### src/rtl/adiabatic_clock_sequencer_if.sv
`default_nettype none
// ==========================================================================
// Module   : adiabatic_clock_sequencer_if
// Brief    : Request/status bundle between requester and clock sequencer.
// Revision : 1.0
// ==========================================================================
interface adiabatic_clock_sequencer_if;
   logic start_valid;
   logic start_ready;
   logic halt;
   logic done;
   logic busy;

   modport master (
      output start_valid,
      output halt,
      input  start_ready,
      input  done,
      input  busy
   );

   modport slave (
      input  start_valid,
      input  halt,
      output start_ready,
      output done,
      output busy
   );
endinterface
`default_nettype wire

### src/rtl/adiabatic_clock_sequencer.sv
`default_nettype none
// ==========================================================================
// Module   : adiabatic_clock_sequencer
// Brief    : Four-phase power-clock sequencer with per-stage token tracking.
// Revision : 1.0
// ==========================================================================
module adiabatic_clock_sequencer #(
   parameter int NSTAGES   = 4,
   parameter int PHASE_CYC = 2
) (
   input  wire                         clk,
   input  wire                         rst,
   adiabatic_clock_sequencer_if.slave  bus,
   output logic [NSTAGES-1:0]          clkpos,
   output logic [NSTAGES-1:0]          clkneg,
   output logic [2*NSTAGES-1:0]        phase
);

   localparam int              c_CW      = (PHASE_CYC > 1) ? $clog2(PHASE_CYC) : 1;
   localparam logic [c_CW-1:0] c_CMAX    = c_CW'(PHASE_CYC - 1);
   localparam logic [1:0]      c_PH_HOLD = 2'd1;
   localparam logic [1:0]      c_PH_WAIT = 2'd3;

   typedef enum logic [1:0] {
      S_IDLE  = 2'd0,
      S_RUN   = 2'd1,
      S_DRAIN = 2'd2
   } state_t;

   state_t             r_state;
   state_t             w_state_nx;
   logic [c_CW-1:0]    r_cnt;
   logic [1:0]         r_gphase;
   logic [1:0]         w_gnext;
   logic [NSTAGES-1:0] w_token;
   logic [NSTAGES-1:0] w_tin;
   logic [NSTAGES-1:0] w_enter;
   logic               w_adv;
   logic               w_slot;
   logic               w_ready;
   logic               w_accept;

   assign w_adv    = (r_state != S_IDLE) && (r_cnt == c_CMAX);
   assign w_gnext  = r_gphase + 2'd1;
   assign w_slot   = (r_gphase == 2'd3) && (r_cnt == c_CMAX);
   assign w_accept = bus.start_valid && w_ready;

   always_comb begin
      w_state_nx = r_state;
      w_ready    = 1'b0;
      case (r_state)
         S_IDLE: begin
            w_ready = 1'b1;
            if (bus.start_valid) w_state_nx = S_RUN;
         end
         S_RUN: begin
            w_ready = w_slot && !bus.halt;
            if (w_slot && !(bus.start_valid && !bus.halt)) w_state_nx = S_DRAIN;
         end
         S_DRAIN: begin
            if (w_token == '0) w_state_nx = S_IDLE;
         end
         default: w_state_nx = S_IDLE;
      endcase
   end

   always_ff @(posedge clk or posedge rst) begin
      if (rst) r_state <= S_IDLE;
      else     r_state <= w_state_nx;
   end

   always_ff @(posedge clk or posedge rst) begin
      if (rst) begin
         r_cnt    <= '0;
         r_gphase <= '0;
      end else if (r_state == S_IDLE || w_state_nx == S_IDLE) begin
         r_cnt    <= '0;
         r_gphase <= '0;
      end else if (r_cnt == c_CMAX) begin
         r_cnt    <= '0;
         r_gphase <= w_gnext;
      end else begin
         r_cnt    <= r_cnt + c_CW'(1);
      end
   end

   // A stage's rail is live exactly while it carries a token; both are
   // sampled only at its RAMP_UP boundary, so a rail never parks mid-cycle.
   generate
      for (genvar i = 0; i < NSTAGES; i++) begin : g_stage
         localparam logic [1:0] c_OFF = 2'(i % 4);
         logic       r_tok;
         logic [1:0] w_ph;

         if (i == 0) begin : g_head
            assign w_tin[i]   = w_accept;
            assign w_enter[i] = ((r_state == S_IDLE) && w_accept) ||
                                (w_adv && (w_gnext == c_OFF));
         end else begin : g_body
            assign w_tin[i]   = w_token[i-1];
            assign w_enter[i] = w_adv && (w_gnext == c_OFF);
         end

         always_ff @(posedge clk or posedge rst) begin
            if (rst)             r_tok <= 1'b0;
            else if (w_enter[i]) r_tok <= w_tin[i];
         end

         assign w_token[i]     = r_tok;
         assign w_ph           = r_tok ? (r_gphase - c_OFF) : c_PH_WAIT;
         assign phase[2*i +: 2] = w_ph;
         assign clkpos[i]      = r_tok && !w_ph[1];
         assign clkneg[i]      = ~clkpos[i];
      end
   endgenerate

   assign bus.start_ready = w_ready;
   assign bus.busy        = (r_state != S_IDLE);
   assign bus.done        = w_token[NSTAGES-1] && (r_cnt == '0) &&
                            (phase[2*(NSTAGES-1) +: 2] == c_PH_HOLD);

endmodule
`default_nettype wire

### src/flat_wrapper.sv
// flat-port wrapper written by rule: the top's interface ports become plain ports
module adiabatic_clock_sequencer_flat 
#(
   parameter int NSTAGES   = 4,
   parameter int PHASE_CYC = 2
)
  (clk, rst, clkpos, clkneg, phase, bus_start_valid, bus_halt, bus_start_ready, bus_done, bus_busy);
  adiabatic_clock_sequencer_if bus_i ();
  input  wire clk;
  input  wire rst;
  output logic [NSTAGES-1:0] clkpos;
  output logic [NSTAGES-1:0] clkneg;
  output logic [2*NSTAGES-1:0] phase;
  input wire logic [$bits(bus_i.start_valid)-1:0] bus_start_valid;
  input wire logic [$bits(bus_i.halt)-1:0] bus_halt;
  output wire logic [$bits(bus_i.start_ready)-1:0] bus_start_ready;
  output wire logic [$bits(bus_i.done)-1:0] bus_done;
  output wire logic [$bits(bus_i.busy)-1:0] bus_busy;
  assign bus_i.start_valid = bus_start_valid;
  assign bus_i.halt = bus_halt;
  assign bus_start_ready = bus_i.start_ready;
  assign bus_done = bus_i.done;
  assign bus_busy = bus_i.busy;
  adiabatic_clock_sequencer #(.NSTAGES(NSTAGES), .PHASE_CYC(PHASE_CYC)) u_core (.clk(clk), .rst(rst), .bus(bus_i), .clkpos(clkpos), .clkneg(clkneg), .phase(phase));
endmodule
### config.mk
export PLATFORM = sky130hd
export DESIGN_NAME = adiabatic_clock_sequencer_flat
export DESIGN_NICKNAME = d
export VERILOG_FILES = /design/src/rtl/adiabatic_clock_sequencer_if.sv /design/src/rtl/adiabatic_clock_sequencer.sv /design/src/flat_wrapper.sv
export SDC_FILE = /design/constraint.sdc
export NUM_CORES = 1
export LEC_CHECK = 0
export ABC_AREA = 1
export CAP_MARGIN = 25
export CORE_UTILIZATION = 40
export CTS_CLUSTER_DIAMETER = 100
export DETAILED_ROUTE_END_ITERATION = 7
export PLACE_DENSITY = 0.86
export SLEW_MARGIN = 10
export SYNTH_ARGS = -nofsm -noshare
export SYNTH_HDL_FRONTEND = slang
export SYNTH_SLANG_ARGS = --single-unit
### constraint.sdc
create_clock -name clk -period 1.8 [get_ports clk]
set_input_delay 0.36 -clock clk [delete_from_list [all_inputs] [get_ports clk]]
set_output_delay 0.36 -clock clk [all_outputs]
set_load 0.05 [all_outputs]
==> out/qor.yml, run 1 <==
global_route:
  grt-ovfl-total: 0
  grt_max_degree: 10
  antenna_found_initial: 0
  track_usage_pct: 26.9
  grt_pass1_wl_mm: 2.57
  grt_pass1_vias: 606
timing:
  maxSlewViolCount: 0
  finalHoldViolations: 0
  tightest_slew_ns: 0.346
  min_period_ns: 1.85
  finClkSkew_ns: 0.00137
  relSlewSlack_pct: 76.9
  rsz0062_at_grt: "true"
  worst_slack_ns: -0.0487
  whs_ns: 0.341
  max_freq_mhz: 541
  setup_viol: 2
  finalCritPeriodShare_pct: 103
logic_synthesis:
  synthesis.nets: 87
  synth_cell_types: 15
  synth_seq_cells: 9
  yosysSeqAreaShare_pct: 40.4
  netlist_area_um2: 558
  ys_warn_count: 0
  avgSynthCellArea_um2: 7.06
  synthCells: 79
worst_setup_path:
  worstPathMaxFanout: 4
  worstSetupPathDepth: 6
  reg2reg_from: "u_core.r_gphase[0]$_DFFE_PP0P_"
  critPathKind: "flip-flop to primary output"
  r2r_setup_slack_ns: 0.39
  crit_path_end: "bus_done"
  cp-end-kind: "primary output"
  slowest_delay_ns: 0.39
  crit_path_cell_trace: "inv_2 -> ha_4 -> nor2_4 -> clkinvlp_4 -> nor2_4 -> buf_12"
  crit_required_ns: 1.44
  reg2reg_depth: 8
  path_buf_inv: 3
  critPathTopFamily: "flip-flops"
  crit_top_cell: "nor2_4"
  slowest_stage: "dfrtp_1"
  r2r-end: "u_core.g_stage[0].r_tok$_DFFE_PP0P_"
  critPathArrivalTime_ns: 1.49
  crit_start: "u_core.r_gphase[0]$_DFFE_PP0P_"
  critPathLaunchType: "flip-flop"
placement:
  placement.io_buffers: 22
  dp.final_hpwl_mm: 1.35
  gp_congestion: 0.804
clock_tree:
  cts_num_sinks: 9
  cts-root-buf: "clkbuf_4"
  holdBufCountCts: 0
  cts_tree: "yes"
  numCtsBuffers: 3
  cts.htree.levels: 1
  clk_path_buf_depth: 2
  cts.clk_slew.worst_paths_ns: 0.06
  clk_latency_ns: 0.27
run_status:
  failed_checks: "setup timing"
  status: "complete, but fails checks"
floorplan:
  dieArea_mm2: 0.00155
  die_h_um: 39.4
  start_util_pct: 42.9
  rows: 13
  io-pin-count: 23
  die_x_um: 39.4
  fp.coreArea_mm2: 0.00130
finish:
  drive_above_1_share_pct: 38.1
  n_antenna_cell: 0
  fillers: 66
  final_nets: 122
  area_growth_pct: 93.9
routing:
  ant_nets: 0
  wl_per_cell_um: 14.5
  via_per_inst: 5.09
  num_vias: 651
  drt-total-wl_mm: 1.86
  firstDrtPassIters: 4
  drc: 0
  drt_iter0_drc: 19
min_path:
  hold_class: "input port to asynchronous set/reset pin"
run:
  maxCapViolCount: 0
routing by layer:
metal / global-route usage [%] / part of all wire, % / routed length (um) / vias up
met5: 0 / 0 / 0 / -
met4: 25.0 / 6.4 / 119 / 0
met3: 6.25 / 8.9 / 165 / 11
met2: 48.3 / 50 / 927 / 43
met1: 24.4 / 35 / 644 / 291
li1: - / - / - / 306
state kept, by name (all words and copies together), names as in the netlist:
name / cells
u_core.r_cnt: 1
u_core.g_stage.r_tok: 4
u_core.r_state: 2
u_core.r_gphase: 2
synth_stat cells:
cell	n	area, um2
nor2_2	1	6.26
o21ai_0	1	5.00
nor2_4	1	11.3
nor2_1	7	26.3
o21ai_1	2	10.0
ha_1	4	50.1
a21oi_1	3	15.0
nand3_1	5	25.0
nand2_2	1	6.26
inv_1	15	56.3
dfrtp_1	9	225
o21ai_2	1	8.76
inv_2	1	3.75
nand2_1	27	101
nor3b_1	1	7.51
repair_timing:
item,4_1_cts,5_1_grt
endpoints found under the setup margin,4,4
setup buffers,2,3
pin swaps,2,1
resized for setup,2,1
cloned,0,0
hold endpoints to repair,0,0
per-stage QoR:
stage	instance area (um2)	util, %	setup TNS, ns	std cells	setup WS (ns)
final	1080	83.2	-0.0714	128	-0.0487
after global routing	1080	83.2	-0.163	128	-0.0951
after CTS	1060	81.3	-0.0497	125	-0.0497
after detailed placement	1000	77.1	0	119	0.147
after global placement	1000	77.1	0	119	0.203
after floorplan	589	-	-0.881	79	-0.391
cells by family (layout without fill, tap and decap cells):
logic type	Yosys count	count (layout)	share of synthesized area, %
buffers and inverters	16	50	10.8
DFF	9	9	40.4
and+or+nand+nor	43	43	33.0
AOI/OAI and AO/OA	7	7	6.95
adders and majority gates	4	4	8.97
cell usage in the layout (no fill, tap or decap), types with 3 or more instances in the layout:
master           Yosys  layout
a21oi_1              3       3
nor2_1               7       4
nand2_1             27      27
nand3_1              5       5
clkbuf_4             0       3
dfrtp_1              9       9
inv_1               15      12
inv_2                1       3
nor2_4               1       3
buf_12               0      16
clkdlybuf4s50_1      0       3
buf_4                0      11
layout make-up:
class	count	area, um2	area share (%)
tap	15	18.8	1.73
timing repair buffer	30	433	40.0
clock buffer	4	26.3	2.43
multi-input combinational	54	315	29.1
sequential	9	225	20.8
inverter	16	63.8	5.90
worst min-delay path by stage:
| stage | endpoint | startpoint | cells after the start | slack, ns |
|---|---|---|---|---|
| finish | u_core.g_stage[3].r_tok$_DFFE_PP0P_ | rst | 2 | 0.34 |
| global route | u_core.g_stage[3].r_tok$_DFFE_PP0P_ | rst | 2 | 0.38 |
| CTS | u_core.g_stage[3].r_tok$_DFFE_PP0P_ | rst | 2 | 0.36 |
| detailed placement | u_core.r_cnt$_DFF_PP0_ | u_core.r_cnt$_DFF_PP0_ | 1 | 0.53 |
| global placement | u_core.r_cnt$_DFF_PP0_ | u_core.r_cnt$_DFF_PP0_ | 1 | 0.51 |
| floorplan | u_core.g_stage[0].r_tok$_DFFE_PP0P_ | rst | 1 | 0.19 |
Power of run 1 is left out: the tool's default activity adds up to more than one toggle a clock period on the data nets, which glitch-free logic cannot reach.
==> run 2, diff against run 1 <==
REMOVE_ABC_BUFFERS = 1   (was default)
SKIP_LAST_GASP = 1   (was default)
SLEW_MARGIN = 0   (was 10)
==> run 2 against run 1 <==
Compared with the run above:
- the run now ends clean
- clock skew grew 0.0048 ns
- non-clock buffer count grew 2
- global-route usage shrank 4.0 points
- critical path depth shrank 1
- sequential share of layout area grew 0.52 points
- hold slack gained 0.014 ns
- worst setup slack gained 0.057 ns
==> out/qor.yml, run 2 (synthesis gave the netlist of run 1 again) <==
run_status:
  status: "finished clean"
floorplan:
  dieArea_mm2: 0.00155  # unchanged
  fp.coreArea_mm2: 0.00130  # unchanged
  die_h_um: 39.4  # unchanged
  io-pin-count: 23  # unchanged
  start_util_pct: 42.9  # unchanged
  rows: 13  # unchanged
  die_x_um: 39.4  # unchanged
clock_tree:
  cts.clk_slew.worst_paths_ns: 0.06  # about the same
  cts-root-buf: "clkbuf_4"
  cts_tree: "yes"
  cts_num_sinks: 9  # unchanged
  cts.htree.levels: 1  # unchanged
  clk_latency_ns: 0.27  # about the same
  clk_path_buf_depth: 2  # unchanged
  numCtsBuffers: 3  # unchanged
finish:
  drive_above_1_share_pct: 38.3  # +0.21 points
  largest_reg_flops: 4  # unchanged
  fillers: 78  # +18%
  final_nets: 124  # +1.6%
  area_growth_pct: 89.2
  layout_commonest_cell: "nand2_1"
  top_register: "u_core.g_stage.r_tok"
  reg.largest.list: "u_core.g_stage.r_tok: 4 flops, u_core.r_gphase: 2 flops, u_core.r_state: 2 flops"
  layout_common_cells: "nand2_1 (27), buf_4 (13), inv_1 (12), buf_12 (12), dfrtp_1 (9)"
  n_antenna_cell: 0  # unchanged
  design_area_mm2: 0.00106  # -2.4%
worst_setup_path:
  r2r-end: "u_core.g_stage[3].r_tok$_DFFE_PP0P_"
  reg2reg_from: "u_core.r_gphase[1]$_DFFE_PP0P_"
  crit_required_ns: 1.44  # about the same
  critPathKind: "flip-flop to primary output"
  r2r_setup_slack_ns: 0.51  # +0.12 ns
  critPathArrivalTime_ns: 1.43  # -0.06 ns
  critPathLaunchType: "flip-flop"
  worstPathMaxFanout: 4  # unchanged
  reg2reg_depth: 7  # -1
  cp-end-kind: "primary output"
timing:
  rsz0062_at_grt: "true"
  finalCritPeriodShare_pct: 99.6  # -3.1 points
  setup_viol: 0  # -2
  finalHoldViolations: 0  # unchanged
  tightest_slew_ns: 0.352  # +0.00573 ns
  max_freq_mhz: 558  # +3.2%
  maxSlewViolCount: 0  # unchanged
  relSlewSlack_pct: 76.5  # -0.38 points
  whs_ns: 0.355  # +0.0138 ns
  finClkSkew_ns: 0.00614  # +0.00477 ns
  min_period_ns: 1.79  # -0.0566 ns
global_route:
  grt-ovfl-total: 0  # unchanged
  grt_pass1_wl_mm: 2.33  # -9.4%
  grt_pass1_vias: 522  # -14%
  grt_max_degree: 10  # unchanged
  track_usage_pct: 23.0  # -4.0 points
  antenna_found_initial: 0  # unchanged
routing:
  ant_nets: 0  # unchanged
  num_vias: 641  # -1.5%
  drt-total-wl_mm: 1.76  # -5.5%
  firstDrtPassIters: 4  # unchanged
  wl_per_cell_um: 13.5  # -6.9%
  drt_iter0_drc: 36  # +17
  via_per_inst: 4.93  # -3.1%
  drc: 0  # unchanged
min_path:
  hold_class: "input port to asynchronous set/reset pin"
placement:
  dp.final_hpwl_mm: 1.08  # -20%
  placement.io_buffers: 22  # unchanged
  gp_congestion: 0.747  # -7.2%
  placed_area_um2: 930  # -7.4%
run:
  maxCapViolCount: 0  # unchanged
[run 2: cell types whose count changed in the layout (fill, tap and decap cells not counted)]
cell / previous run / this run
nor2_2: 2 / 1
inv_2: 3 / 4
buf_4: 11 / 13
clkinvlp_4: 1 / 0
buf_6: 0 / 4
buf_12: 16 / 12
nor2_1: 4 / 5
[run 2: worst max-delay path, stage by stage, from the launching register on]
cell	delay [ns]
dfrtp_1	0.40
buf_6	0.14
ha_4	0.14
nand3_1	0.09
o21ai_2	0.23
buf_12	0.17
[run 2: layout make-up]
class | instances | area (um2) | share of cell area, %
repair buffers | 32 | 413 | 39.1
well taps | 15 | 18.8 | 1.78
clock buffers | 4 | 26.3 | 2.49
inverters | 16 | 60.1 | 5.69
multi-input cells | 54 | 313 | 29.6
flip-flops and latches | 9 | 225 | 21.3
[run 2: worst max-delay path by stage]
stage,start,endpoint,depth (start not counted)
4_1_cts,u_core.r_gphase[0]$_DFFE_PP0P_,bus_start_ready,5
3_5_place_dp,bus_halt,bus_start_ready,5
6_report,u_core.r_gphase[1]$_DFFE_PP0P_,bus_start_ready,5
3_3_place_gp,bus_halt,bus_start_ready,5
5_1_grt,u_core.r_gphase[1]$_DFFE_PP0P_,bus_start_ready,5
2_1_floorplan,u_core.r_gphase[0]$_DFFE_PP0P_,bus_done,5
[run 2: metrics by stage]
step / utilization, % / setup TNS, ns / setup WS (ns) / instances
floorplan: - / -3.21 / -1.39 / 79
global placement: 71.4 / 0 / 0.193 / 120
detailed placement: 71.4 / 0 / 0.157 / 120
CTS: 74.8 / -0.000553 / -0.000553 / 124
global route: 81.2 / -0.106 / -0.0410 / 130
finish: 81.2 / 0 / 0.00789 / 130
[run 2: what timing repair did]
| item | in CTS | in global routing |
|---|---|---|
| hold buffers | 0 | 0 |
| setup buffers | 0 | 6 |
| setup endpoints to repair | 3 | 3 |
| pin swaps | 0 | 3 |
| resized for setup | 5 | 9 |
[run 2: layer usage]
layer / vias to the layer above / GRT usage, % / part of all wire, %
met5: - / 0 / 0
met4: 0 / 12.9 / 3.1
met3: 7 / 1.70 / 7.7
met2: 35 / 37.9 / 50
met1: 290 / 29.3 / 39
li1: 309 / - / -
Power of run 2 is left out for the same reason.
==> run 3, diff against run 2 <==
CORE_AREA = 2 2 39 41   (was default)
CORE_UTILIZATION = default   (was 40)
DIE_AREA = 0 0 41 43   (was default)
DONT_BUFFER_PORTS = 1   (was default)
PLACE_DENSITY = 0.67   (was 0.86)
==> run 3 against run 2 <==
Compared with the run above:
- first-iteration DRC count decreased by 89%
- utilization decreased by 23 points
- cell area fell by 24%
- register-to-register slack got worse by 0.08 ns
- largest cell class is now multi-input combinational cells
- highest routed layer unchanged
==> out/qor.yml, run 3 (synthesis gave the netlist of run 1 again) <==
floorplan:
  rows: 14  # +1
  die_h_um: 43  # +9.3%
  die_x_um: 41  # +4.2%
  start_util_pct: 40.3  # -2.6 points
  dieArea_mm2: 0.00176  # +14%
  io-pin-count: 23  # unchanged
  fp.coreArea_mm2: 0.00138  # +6.3%
finish:
  final_nets: 111  # -10%
  design_area_um2: 805  # -24%
  area_growth_pct: 44.2
  reg.largest.list: "u_core.g_stage.r_tok: 4 flops, u_core.r_gphase: 2 flops, u_core.r_state: 2 flops"
  n_antenna_cell: 0  # unchanged
  ff_latch_area_um2: 225  # unchanged
  fillers: 131  # +68%
  multi_input_area_um2: 320  # +2.4%
  largest_reg_flops: 4  # unchanged
  layout_common_cells: "nand2_1 (27), buf_4 (16), inv_1 (13)"
  post-route-util_pct: 58.1  # -23 points
  layout_commonest_cell: "nand2_1"
  drive_above_1_share_pct: 32.4  # -5.9 points
  top_register: "u_core.g_stage.r_tok"
worst_setup_path:
  r2r_setup_slack_ns: 0.43  # -0.08 ns
  critPathKind: "flip-flop to primary output"
  worstPathMaxFanout: 4  # unchanged
  reg2reg_from: "u_core.r_gphase[0]$_DFFE_PP0P_"
  crit_start: "u_core.r_gphase[1]$_DFFE_PP0P_"
  critPathArrivalTime_ns: 1.41  # -0.02 ns
  crit_required_ns: 1.44  # about the same
  critPathLaunchType: "flip-flop"
  cp-end-kind: "primary output"
global_route:
  grt_pass1_wl_mm: 2.10  # -10%
  track_usage_pct: 18.4  # -4.5 points
  grt_pass1_vias: 492  # -5.7%
  met2_usage_pct: 30.0  # -7.9 points
  grt-ovfl-total: 0  # unchanged
  grt_max_degree: 10  # unchanged
  grt.busiest_layer: "met2"
  met3_usage_pct: 9.42  # +7.7 points
  gr-usage-met1_pct: 18.5  # -11 points
  antenna_found_initial: 0  # unchanged
timing:
  finalHoldViolations: 0  # unchanged
  finalCritPeriodShare_pct: 98.4  # -1.2 points
  rsz0062_at_grt: "true"
  max_freq_mhz: 565  # +1.2%
  tightest_slew_ns: 0.477  # +0.126 ns
  relSlewSlack_pct: 68.1  # -8.4 points
  finClkSkew_ns: 0.0108  # +0.00461 ns
  maxSlewViolCount: 0  # unchanged
  setup_viol: 0  # unchanged
  min_period_ns: 1.77  # -0.0207 ns
placement:
  placed_area_um2: 691  # -26%
  placement.io_buffers: 0  # -100%
  gp_congestion: 0.833  # +12%
  dp.final_hpwl_um: 929  # -14%
routing:
  firstDrtPassIters: 4  # unchanged
  drt_iter0_drc: 4  # -89%
  num_vias: 565  # -12%
  drt-total-wl_mm: 1.39  # -21%
  ant_nets: 0  # unchanged
  via_per_inst: 4.79  # -2.9%
  wl_per_cell_um: 11.8  # -13%
  drc: 0  # unchanged
clock_tree:
  cts.htree.levels: 1  # unchanged
  cts-root-buf: "clkbuf_4"
  cts_tree: "yes"
  cts_num_sinks: 9  # unchanged
  clk_latency_ns: 0.27  # about the same
  numCtsBuffers: 3  # unchanged
  cts.clk_slew.worst_paths_ns: 0.07  # about the same
  clk_path_buf_depth: 2  # unchanged
min_path:
  hold_class: "input port to flip-flop"
  min-delay-start: "bus_start_valid"
run_status:
  status: "finished clean"
run:
  maxCapViolCount: 0  # unchanged
-- run 3: changes by cell type in the layout (fill, tap and decap cells not counted), sizes merged --
| cell | before | now |
|---|---|---|
| dlygate4sd3 | 0 | 1 |
| buf | 29 | 18 |
| clkdlybuf4s50 | 3 | 0 |
-- run 3: final timing paths --
kind / endpoint / cells past startpoint
worst max-delay path: bus_done / 6
worst min-delay path: u_core.g_stage[0].r_tok$_DFFE_PP0P_ / 2
worst max register to register: u_core.g_stage[0].r_tok$_DFFE_PP0P_ / 6
worst min register to register: u_core.r_cnt$_DFF_PP0_ / 1
max in group asynchronous: u_core.r_gphase[1]$_DFFE_PP0P_ / 2
min in group asynchronous: u_core.g_stage[0].r_tok$_DFFE_PP0P_ / 2
-- run 3: area by class of cell --
cell class              instances  share of cell area [%]
repair buffers                 19                    19.0
well taps                      16                    2.49
clock buffers                   4                    3.27
flip-flops and latches          9                    28.0
multi-input cells              54                    39.8
inverters                      16                    7.47
-- run 3: timing repair --
item,4_1_cts,5_1_grt
gates cloned,0,0
setup endpoints to repair,5,5
setup buffers,2,1
pin swaps,2,1
gates resized for setup,9,3
hold endpoints to repair,9,0
hold buffers,1,0
-- run 3: layer usage --
layer	vias up	part of all wire (%)
met4	0	1.4
met1	258	40
met3	2	6.6
met2	19	52
met5	-	0
li1	286	-
-- run 3: metrics by stage --
| stage | hold slack, ns | setup TNS (ns) | cells | setup slack [ns] |
|---|---|---|---|---|
| after CTS | 0.204 | -0.0240 | 117 | -0.0240 |
| final | 0.214 | 0 | 118 | 0.0286 |
| after floorplan | 0.188 | -3.21 | 79 | -1.39 |
| after detailed placement | 0.233 | 0 | 110 | 0.0779 |
| after global placement | 0.235 | 0 | 110 | 0.115 |
| after global routing | 0.226 | -0.0740 | 118 | -0.0628 |
-- run 3: worst max-delay path, stage by stage, from the launching register on --
cell and delay [ns]:
dfrtp_1 0.42, inv_2 0.10, ha_4 0.22, nor2_4 0.10, inv_1 0.07, nor2_2 0.09, buf_6 0.16
Power of run 3 is left out for the same reason.
